--- src/rtl/bus_arb_outstanding.sv ---
// bus_arb_outstanding: host/device bus with fixed or round-robin arbitration, grant lock
// and an in-order response FIFO that allows up to MaxOutstanding transfers in flight.
module bus_arb_outstanding #(
    parameter int NrDevices      = 1,
    parameter int NrHosts        = 1,
    parameter int DataWidth      = 32,
    parameter int AddressWidth   = 32,
    parameter int MaxOutstanding = 2,
    parameter bit ArbRoundRobin  = 1'b0
) (
    input  logic                                     clk_i,
    input  logic                                     rst_ni,
    input  logic [NrHosts-1:0]                       host_req_i,
    output logic [NrHosts-1:0]                       host_gnt_o,
    input  logic [NrHosts-1:0][AddressWidth-1:0]     host_addr_i,
    input  logic [NrHosts-1:0]                       host_we_i,
    input  logic [NrHosts-1:0][DataWidth/8-1:0]      host_be_i,
    input  logic [NrHosts-1:0][DataWidth-1:0]        host_wdata_i,
    output logic [NrHosts-1:0]                       host_rvalid_o,
    output logic [NrHosts-1:0][DataWidth-1:0]        host_rdata_o,
    output logic [NrHosts-1:0]                       host_err_o,
    output logic [NrDevices-1:0]                     device_req_o,
    input  logic [NrDevices-1:0]                     device_gnt_i,
    output logic [NrDevices-1:0][AddressWidth-1:0]   device_addr_o,
    output logic [NrDevices-1:0]                     device_we_o,
    output logic [NrDevices-1:0][DataWidth/8-1:0]    device_be_o,
    output logic [NrDevices-1:0][DataWidth-1:0]      device_wdata_o,
    input  logic [NrDevices-1:0]                     device_rvalid_i,
    input  logic [NrDevices-1:0][DataWidth-1:0]      device_rdata_i,
    input  logic [NrDevices-1:0]                     device_err_i,
    input  logic [NrDevices-1:0][AddressWidth-1:0]   cfg_device_addr_base,
    input  logic [NrDevices-1:0][AddressWidth-1:0]   cfg_device_addr_mask
);
    localparam int HW  = NrHosts > 1 ? $clog2(NrHosts) : 1;
    localparam int DVW = NrDevices > 1 ? $clog2(NrDevices) : 1;
    localparam int PW  = MaxOutstanding > 1 ? $clog2(MaxOutstanding) : 1;
    localparam int CW  = $clog2(MaxOutstanding + 1);

    logic [HW-1:0]                     arb_idx, win, lock_host, rr_ptr, head;
    logic                              arb_valid, win_valid, lock_q;
    logic [DVW-1:0]                    win_dev, tgt_dev;
    logic                              win_err, tgt_err;
    logic                              stall, issue, accept, pop;
    logic [CW-1:0]                     count;
    logic [PW-1:0]                     wr_ptr, rd_ptr;
    logic [MaxOutstanding-1:0][HW-1:0] fifo;

    // Iterating downwards lets the last hit be the highest-priority candidate.
    always_comb begin
        arb_idx   = '0;
        arb_valid = 1'b0;
        for (int k = NrHosts; k >= 1; k--)
            if (host_req_i[ArbRoundRobin ? (int'(rr_ptr) + k) % NrHosts : k - 1]) begin
                arb_valid = 1'b1;
                arb_idx   = HW'(ArbRoundRobin ? (int'(rr_ptr) + k) % NrHosts : k - 1);
            end
    end

    assign win       = lock_q ? lock_host : arb_idx;
    assign win_valid = rst_ni & (lock_q | arb_valid);

    always_comb begin
        win_dev = '0;
        win_err = 1'b1;
        for (int d = NrDevices - 1; d >= 0; d--)
            if ((host_addr_i[win] & cfg_device_addr_mask[d]) == cfg_device_addr_base[d]) begin
                win_dev = DVW'(d);
                win_err = 1'b0;
            end
    end

    // All queued entries share one target, so a target switch waits for the FIFO to drain.
    assign stall  = (count == CW'(MaxOutstanding)) |
                    ((count != '0) & ({win_err, win_dev} != {tgt_err, tgt_dev}));
    assign issue  = win_valid & ~win_err & ~stall;
    assign accept = win_valid & (win_err ? ~stall : issue & device_gnt_i[win_dev]);
    assign head   = fifo[rd_ptr];
    assign pop    = (count != '0) & (tgt_err | device_rvalid_i[tgt_dev]);

    always_comb begin
        device_req_o   = '0;
        device_addr_o  = '0;
        device_we_o    = '0;
        device_be_o    = '0;
        device_wdata_o = '0;
        host_gnt_o     = '0;
        host_rvalid_o  = '0;
        host_rdata_o   = '0;
        host_err_o     = '0;
        if (issue) begin
            device_req_o[win_dev]   = 1'b1;
            device_addr_o[win_dev]  = host_addr_i[win];
            device_we_o[win_dev]    = host_we_i[win];
            device_be_o[win_dev]    = host_be_i[win];
            device_wdata_o[win_dev] = host_wdata_i[win];
        end
        host_gnt_o[win] = accept;
        if (pop) begin
            host_rvalid_o[head] = 1'b1;
            host_rdata_o[head]  = tgt_err ? '0 : device_rdata_i[tgt_dev];
            host_err_o[head]    = tgt_err | device_err_i[tgt_dev];
        end
    end

    always_ff @(posedge clk_i or negedge rst_ni) begin
        if (!rst_ni) begin
            count     <= '0;
            wr_ptr    <= '0;
            rd_ptr    <= '0;
            fifo      <= '0;
            tgt_err   <= 1'b0;
            tgt_dev   <= '0;
            lock_q    <= 1'b0;
            lock_host <= '0;
            rr_ptr    <= HW'(NrHosts - 1);
        end else begin
            lock_q    <= issue & ~device_gnt_i[win_dev];
            lock_host <= win;
            if (accept) begin
                fifo[wr_ptr] <= win;
                wr_ptr       <= (wr_ptr == PW'(MaxOutstanding - 1)) ? '0 : wr_ptr + 1'b1;
                tgt_err      <= win_err;
                tgt_dev      <= win_dev;
                rr_ptr       <= win;
            end
            if (pop)
                rd_ptr <= (rd_ptr == PW'(MaxOutstanding - 1)) ? '0 : rd_ptr + 1'b1;
            count <= count + CW'(accept) - CW'(pop);
        end
    end

    always_ff @(posedge clk_i)
        if (rst_ni)
            for (int d = 0; d < NrDevices; d++)
                assert (!device_rvalid_i[d] || (count != '0 && !tgt_err && DVW'(d) == tgt_dev))
                else $error("unexpected response from device %0d", d);
endmodule
--- config.mk ---
export PLATFORM = sky130hd
export DESIGN_NAME = bus_arb_outstanding
export DESIGN_NICKNAME = d
export VERILOG_FILES = /design/src/rtl/bus_arb_outstanding.sv
export SDC_FILE = /design/constraint.sdc
export NUM_CORES = 1
export LEC_CHECK = 0
export ABC_AREA = 1
export BUFFER_PORTS_ARGS = -buffer_cell sky130_fd_sc_hd__buf_2
export CORE_AREA = 2 2 107 109
export DETAILED_ROUTE_END_ITERATION = 16
export DIE_AREA = 0 0 109 111
export PLACE_DENSITY = 0.56
export SKIP_LAST_GASP = 1
export SYNTH_ARGS = -nofsm -noshare
export SYNTH_HDL_FRONTEND = slang
export SYNTH_SLANG_ARGS = --single-unit
--- constraint.sdc ---
create_clock -name clk_i -period 3.4 [get_ports clk_i]
set_input_delay 0.68 -clock clk_i [delete_from_list [all_inputs] [get_ports clk_i]]
set_output_delay 0.68 -clock clk_i [all_outputs]
set_load 0.05 [all_outputs]
==> results of run 1 <==
kinds of logic (layout without fill, tap and decap cells):
| group | count (synthesis) | in the layout | synth area share |
|---|---|---|---|
| simple gates | 292 | 292 | 0.5967 |
| buf+inv | 158 | 431 | 0.2851 |
| flops | 9 | 9 | 0.09945 |
| compound gates | 2 | 2 | 0.005524 |
| xor+xnor | 2 | 2 | 0.007736 |
| fa+ha+maj | 1 | 1 | 0.005524 |
| other cells | 0 | 1 | 0 |
area by class of cell:
| class | instances | area [µm²] |
|---|---|---|
| Antenna cell | 1 | 2.502 |
| Clock buffer | 4 | 78.83 |
| Fill cell | 1259 | 7186 |
| Inverter | 148 | 555.5 |
| Multi-Input combinational cell | 297 | 1394 |
| Sequential cell | 9 | 225.2 |
| Tap cell | 143 | 178.9 |
| Timing Repair Buffer | 279 | 1456 |
Yosys cell counts, drive strengths merged:
master,n,area share
o21a,1,0.0033
nand4,7,0.019
xor2,2,0.0077
nand3,43,0.10
buf,7,0.035
nor2,117,0.25
inv,147,0.24
nand2,120,0.20
ha,1,0.0055
clkbuf,3,0.0050
clkinv,1,0.0017
o21ai,1,0.0022
nand3b,5,0.017
dfrtp,9,0.099
power by group through the flow:
stage	logic [µW]	registers, µW	clock network [µW]
floorplan	852	167	0
global placement	1170	177	0
detailed placement	1170	177	0
CTS	1170	176	217
global route	1260	181	222
finish	1160	177	214
worst paths after layout:
path	from	to	slack (ps)	cells past startpoint
min	rst_ni	tgt_err	290	1
min in group clk_i	fifo[0]	fifo[0]	480	2
max in group asynchronous	rst_ni	fifo[1]	2930	1
max reg2reg	count[0]	count[1]	1770	9
min reg2reg	fifo[0]	fifo[0]	480	2
max	host_addr_i[18]	device_wdata_o[16]	250	15
layer usage:
metal | track usage | vias up | wire length [µm] | share of wire
li1 | - | 1853 | - | -
met1 | 0.1450 | 1352 | 3519 | 0.39
met2 | 0.2720 | 144 | 4745 | 0.52
met3 | 0.01705 | 5 | 751 | 0.083
met4 | 0.04017 | 0 | 78 | 0.0086
met5 | 0 | - | 0 | 0
registers in the layout (all words and copies together) (netlist names):
signal / count
count: 2
fifo: 2
lock_host: 1
lock_q: 1
rd_ptr: 1
tgt_err: 1
wr_ptr: 1
stage by stage:
stage | power (µW) | worst slack [ps] | cells
floorplan | 1019 | 247.9 | 464
global placement | 1348 | 191.7 | 876
CTS | 1564 | 180.8 | 880
global route | 1658 | 4.037 | 881
detailed placement | 1344 | 183.3 | 876
finish | 1551 | 255.0 | 881
worst reg2reg max path, delay by kind of cell, from the launching register on:
family                     cells  cell delay [ps]
DFF                            1              420
buffers and inverters          3              310
and+or+nand+nor                4              330
adders and majority gates      1              320
AOI/OAI and AO/OA              1              130
what timing repair did:
item / in CTS / in global routing
endpoints found under the hold margin: 0 / 0
endpoints found under the setup margin: 0 / 4
gates resized for setup: 0 / 4
==> results.txt, run 1 <==
* Number of hold-repair buffers added at the cts stage: 0
- Crit path largest cell delay: 270 ps
* Share of total power in the clock network: 0.138
- Die W: 109 µm
* Leakage power of the design: between 0.002 and 0.003 µW
- The count of endpoints failing hold in the final timing report was 0.
- The placed instances occupy a cell area of 0.003800 mm².
- The analysis attributes to net switching a power of between 900 and 1000 µW.
* Vias per std cell: 3.807
* Worst Setup End Kind: primary output
- Of the cells placed in the final design, the portion with a size suffix greater than 1 is 0.4627.
- For this configuration, the core starts out at a cell density of 0.2045.
- Clock tree root driver cell: sky130_fd_sc_hd__clkbuf_16
- IO Count: ~280
- Number of register bits inferred by synthesis: 9
- Dividing the detail-routed wire length by the instance count gives 10.32 µm.
- For this run, the register share of the synthesized area comes to 0.09945.
- The floorplan step defined a die boundary enclosing 0.01210 mm².
- Combinational fraction of design power: 0.748
* Post-layout nets: 910
* Hold_ws: 289.0 ps
- Dividing the synthesized area by the synthesized cell count gives 4.881 µm².
- Measured along the y axis, the die boundary spans between 100 and 150 µm.
- Critical path class: in2out
* Sort of element at the start of the critical path: input pin
- Cells traversed along the worst timing path: buf_2, nand2_1, nor2_1, nand3b_1, nor2_1, nand2_1, nor2_2, nand2_2, nand2_1, nand3_2, nand2_4, nand3_4, buf_12, nor2_2, buf_2
* Max frequency: around 320 MHz
- The floorplan has 39 rows.
* Total negative slack: 0 ps
* Ratio of total power to cell area: approximately 400 mW/mm²
- Run status: complete, no violations
* Yosys warning total: 0
- The worst hold path belongs to the class in2async.
- CORE AREA: around 0.011 mm²
* Clock period minus final worst setup slack: 3145 ps
- Insertion delay to the later sink of the worst-skew pair: 240 ps
- Number of buffers added by the clock tree synthesis step: 3
- Cell internal power was estimated by the tool at 596.4 µW.
- Once detail routing completed, the nets flagged for antenna violations numbered 0.
- The worst pin sits at a relative slew slack of 0.7984.
- Routability-driven placement finished with a final weighted congestion of a little over 0.8.
- TritonCTS sink count: 9
- Utilization after layout: 0.3513
- Synthesis produced 464 cells.
* Number of buffers added for setup after CTS: 0
- After the first detailed-routing iteration, the DRC count stood at 162.
* Final clock period utilization by the worst path: 0.9250
- Counting both buffers and inverters, the worst setup path holds a total of 3.
- Total wirelength of the detailed-routed design: slightly above 9 mm
* Overall fraction of global-route tracks in use: 0.1371
* Pins Over Slew Limit: 0
* Number of levels the H-tree was split into: 1
- Summed over all layers, the global routing overflow is 0.
- Post-synthesis net count: 636
- At the pin with the least slew margin, the transition time is 302.4 ps.
- In this run the deepest clock path goes through 2 buffers.
* Pin count of the biggest net entering global routing: 39
* Unique masters post-synth: 19
- Combined area of all synthesized cells: 0.002265 mm²
* Non-Filler Cell Area, Final: 0.003891 mm²
* Drt pass-1 iters: 4
- The count of buffers added on input and output ports is 275.
- The tool flagged a number of max-cap violations equal to 0.
* Net Sw Frac: 0.6156
- In the routed design, unresolved DRC markers number 0.
- Across the routed clock network, the largest skew measured is 2.115 ps.
- Leaving out fill and tap cells, the most frequent cells in the layout are sky130_fd_sc_hd__buf_2 (270), sky130_fd_sc_hd__inv_1 (147), sky130_fd_sc_hd__nand2_1 (118), sky130_fd_sc_hd__nor2_1 (62), sky130_fd_sc_hd__nor2_2 (55).
- Number of antenna violations at the first check in global routing: 1
* Relative area change from synthesis to final layout: 71.82%
- Top cell family by delay on the critical path: simple AND/OR/NAND/NOR gates
- Sequential share of power: 0.114
* Critical path arrival: 2470 ps
* Clock transition at the register clock pins on the worst setup and hold paths after CTS: around 40 ps
* Total setup violations reported at the end of the flow: 0
* Global-route wire length before repair: 13.21 mm
- The slowest stage of the critical path belongs to the cell sky130_fd_sc_hd__buf_2.
* Total half-perimeter wirelength after legalization and detailed placement: roughly 8 mm
- Library cell appearing most often on the critical path: sky130_fd_sc_hd__nand2_1
- Worst EP required: 2720 ps
- Routed vias: 3354
- TritonCTS built the clock tree.
- Via count of the first global-routing pass: 2909
- Maximum vdd drop: 0.3493 mV
- Largest fanout on the critical path: 33
- RSZ-0062 raised after global routing: false
- The library cell used most frequently in the layout, excluding fill and tap cells, is sky130_fd_sc_hd__buf_2.
Note: power is estimated with default switching activity, not from simulation.
==> run 2, diff against run 1 <==
==> constraint.sdc (replaced) <==
create_clock -name clk_i -period 3.7 [get_ports clk_i]
set_input_delay 0.74 -clock clk_i [delete_from_list [all_inputs] [get_ports clk_i]]
set_output_delay 0.74 -clock clk_i [all_outputs]
set_load 0.05 [all_outputs]
==> run 2 against run 1 <==
Net effect: largest power group unchanged; die area unchanged; critical path depth unchanged; design area decreased by 0.51%; count of clock-buffer cells in the layout unchanged; clock power decreased by 9.8%; non-clock buffer count decreased by 1; wire length about the same; sequential cell count unchanged.
==> results.txt, run 2 (same netlist as run 1, synthesis figures left out) <==
* Total wirelength of the detailed-routed design: slightly above 9 mm
- Dividing the final minimum period by the clock period gives 0.9447.
- Setup WS pre-CTS: 196.1 ps
- Leakage power of the design: 0.002886 µW
- Global route total overflow: 0
- No sink is reached through more buffers than the 2 on the longest clock path.
- For the worst setup path, the data required time is 2960 ps.
- Die W: 109 µm
- CTS tree: done
- Ratio of total power to cell area: ~370 mW/mm²
* Global-route wire length before repair: 13.40 mm
- Critical path arrival: 2760 ps
* TritonCTS sink count: 9
- Clock period minus final worst setup slack: about 3500 ps
- Number of buffers added for setup after CTS: 0
* Transition at the pin with the smallest max-transition slack: 304.1 ps
- Area of the multi-input gates: 0.001394 mm²
* Clock Skew: 2.950 ps
* Most used cells in the layout excluding fill and tap cells: sky130_fd_sc_hd__buf_2 (274), sky130_fd_sc_hd__inv_1 (147), sky130_fd_sc_hd__nand2_1 (118), sky130_fd_sc_hd__nor2_1 (62), sky130_fd_sc_hd__nor2_2 (55)
- After clock tree synthesis, the repair step resized 0 gates.
- Global-route layer with the greatest usage: met2
- CTS built an H-tree with a depth of 1.
* Maximum vdd drop: 0.3174 mV
- Number of antenna violations at the first check in global routing: 0
- For met1 alone, demand over resource in global routing was 0.1556.
- For this run, design rule violations remaining after detail routing come to 0.
- Overall fraction of global-route tracks in use: 0.1390
- The die covers between 0.01 and 0.015 mm².
- After detailed routing, the average wire length per cell comes to between 10 and 15 µm.
- Largest fanout on the critical path: 35
- Total negative slack: 0 ps
* Pin count of the biggest net entering global routing: 36
- After legalization and detailed placement, the total HPWL measured 8.225 mm.
* Run status: complete, no violations
- In the final layout, the share of cells above drive strength 1 is 0.4620.
* Max frequency: 286.1 MHz
- The count of endpoints failing hold in the final timing report is 0.
* Pins Over Slew Limit: 0
- IO Count: 276
- The worst register-to-register path begins at tgt_err.
- Number of antenna repair diodes: 0
- Counting cells, the worst reg-to-reg path comes to 7.
* Final Wtd Congestion: 0.8061
- Drt pass-1 iters: 4
- Most common cell after layout, fill and taps aside: sky130_fd_sc_hd__buf_2
* Std-Cell Rows: 39
- Setup repair after global routing left no endpoint under its margin.
- Post-layout nets: 909
- The die is ~110 µm tall.
- The detailed router finished its first iteration with 168 violations.
- The detail route stage leaves a number of antenna-violating nets equal to 0.
- For this configuration, the core starts out at a cell density of 0.2045.
- The worst pin sits at a relative slew slack of 0.7973.
- In this run the clock root is driven by a sky130_fd_sc_hd__clkbuf_16.
- For this design, the CTS-stage hold fixing added 0 buffers.
- The setup check on the worst reg-to-reg path leaves a slack of approximately 2100 ps.
- Global-route met3 utilization: 0.01529
- I/O Buffers: around 280
- The min-delay analysis places its worst path in the category in2async.
- Registers take 225.2 µm².
* Count of maximum capacitance violations: 0
* Routed vias: 3347
- Clock transition at the register clock pins on the worst setup and hold paths after CTS: approximately 40 ps
* Relative area change from synthesis to final layout: 70.94%
- GR Util met2: 0.2687
- The core region is around 0.011 mm².
- Largest registers ranked by flip-flop count: count (2), fifo (2)
- In this run the critical register-to-register path is captured at count[1].
- Dividing the detail-routed via count by the number of cells gives 3.808.
* Slack of the critical path: roughly 200 ps
- Buffers inserted during clock tree synthesis total 3.
- The worst setup path is launched from an input pin.
* Insertion delay to the later sink of the worst-skew pair: 240 ps
- Fill cell instance count of the final layout: 1278
- Setup violations remaining at the end of the flow were counted as 0.
- STA classifies the critical path endpoint as a primary output.
- The critical path in this run is classified as in2out.
- The via count of the first global-routing pass was 2875.
run 2: cell types whose count changed in the layout (fill, tap and decap cells not counted), sizes merged:
cell    previous run  this run
diode              1         0
buf              275       278
clkbuf             8         4
run 2: power by group:
| part | leakage, µW | switching (µW) | total (µW) | internal [µW] |
|---|---|---|---|---|
| Combinational | 0.00273 | 790 | 1060 | 273 |
| Clock | 0.0000382 | 49.1 | 193 | 144 |
| Sequential | 0.000115 | 32.3 | 162 | 130 |
run 2: final cells by class:
type                    count  area share
inverters                 148      0.1435
flip-flops and latches      9     0.05818
multi-input cells         297      0.3601
repair buffers            278      0.3717
well taps                 143     0.04622
clock buffers               4     0.02036
run 2: metrics by stage:
step | cell area, µm² | instances | utilization | hold WS [ps] | total power, µW
CTS | 3871 | 879 | 0.3495 | 362.5 | 1432
detailed placement | 3792 | 875 | 0.3424 | 463.5 | 1234
global placement | 3792 | 875 | 0.3424 | 468.8 | 1234
global route | 3871 | 879 | 0.3495 | 378.3 | 1531
floorplan | 2265 | 464 | - | 441.7 | 936.0
finish | 3871 | 879 | 0.3495 | 355.5 | 1419
run 2: metal layers:
layer	up-vias	part of all wire
li1	1849	-
met1	1357	0.39
met2	135	0.52
met3	6	0.083
met4	0	0.012
met5	-	0
run 2: critical path, stage by stage:
cell and delay (ps):
sky130_fd_sc_hd__buf_2 110, sky130_fd_sc_hd__nand2_1 80, sky130_fd_sc_hd__nor2_1 40, sky130_fd_sc_hd__nand3b_1 200, sky130_fd_sc_hd__nor2_1 130, sky130_fd_sc_hd__nand2_1 70
sky130_fd_sc_hd__nor2_2 150, sky130_fd_sc_hd__nand2_2 100, sky130_fd_sc_hd__nand2_1 80, sky130_fd_sc_hd__nand3_2 80, sky130_fd_sc_hd__nand2_4 110, sky130_fd_sc_hd__nand3_4 200
sky130_fd_sc_hd__buf_12 260, sky130_fd_sc_hd__nor2_1 120, sky130_fd_sc_hd__buf_2 270
run 2: how the worst max path moves through the flow:
stage	startpoint	end	slack, ps	depth (start not counted)
6_report	host_addr_i[18]	device_wdata_o[26]	200	15
5_1_grt	host_addr_i[27]	device_wdata_o[26]	8	16
4_1_cts	host_addr_i[18]	device_wdata_o[26]	190	15
3_5_place_dp	host_addr_i[18]	device_wdata_o[26]	200	15
3_3_place_gp	host_addr_i[18]	device_wdata_o[9]	250	15
2_1_floorplan	host_addr_i[18]	device_addr_o[19]	430	13
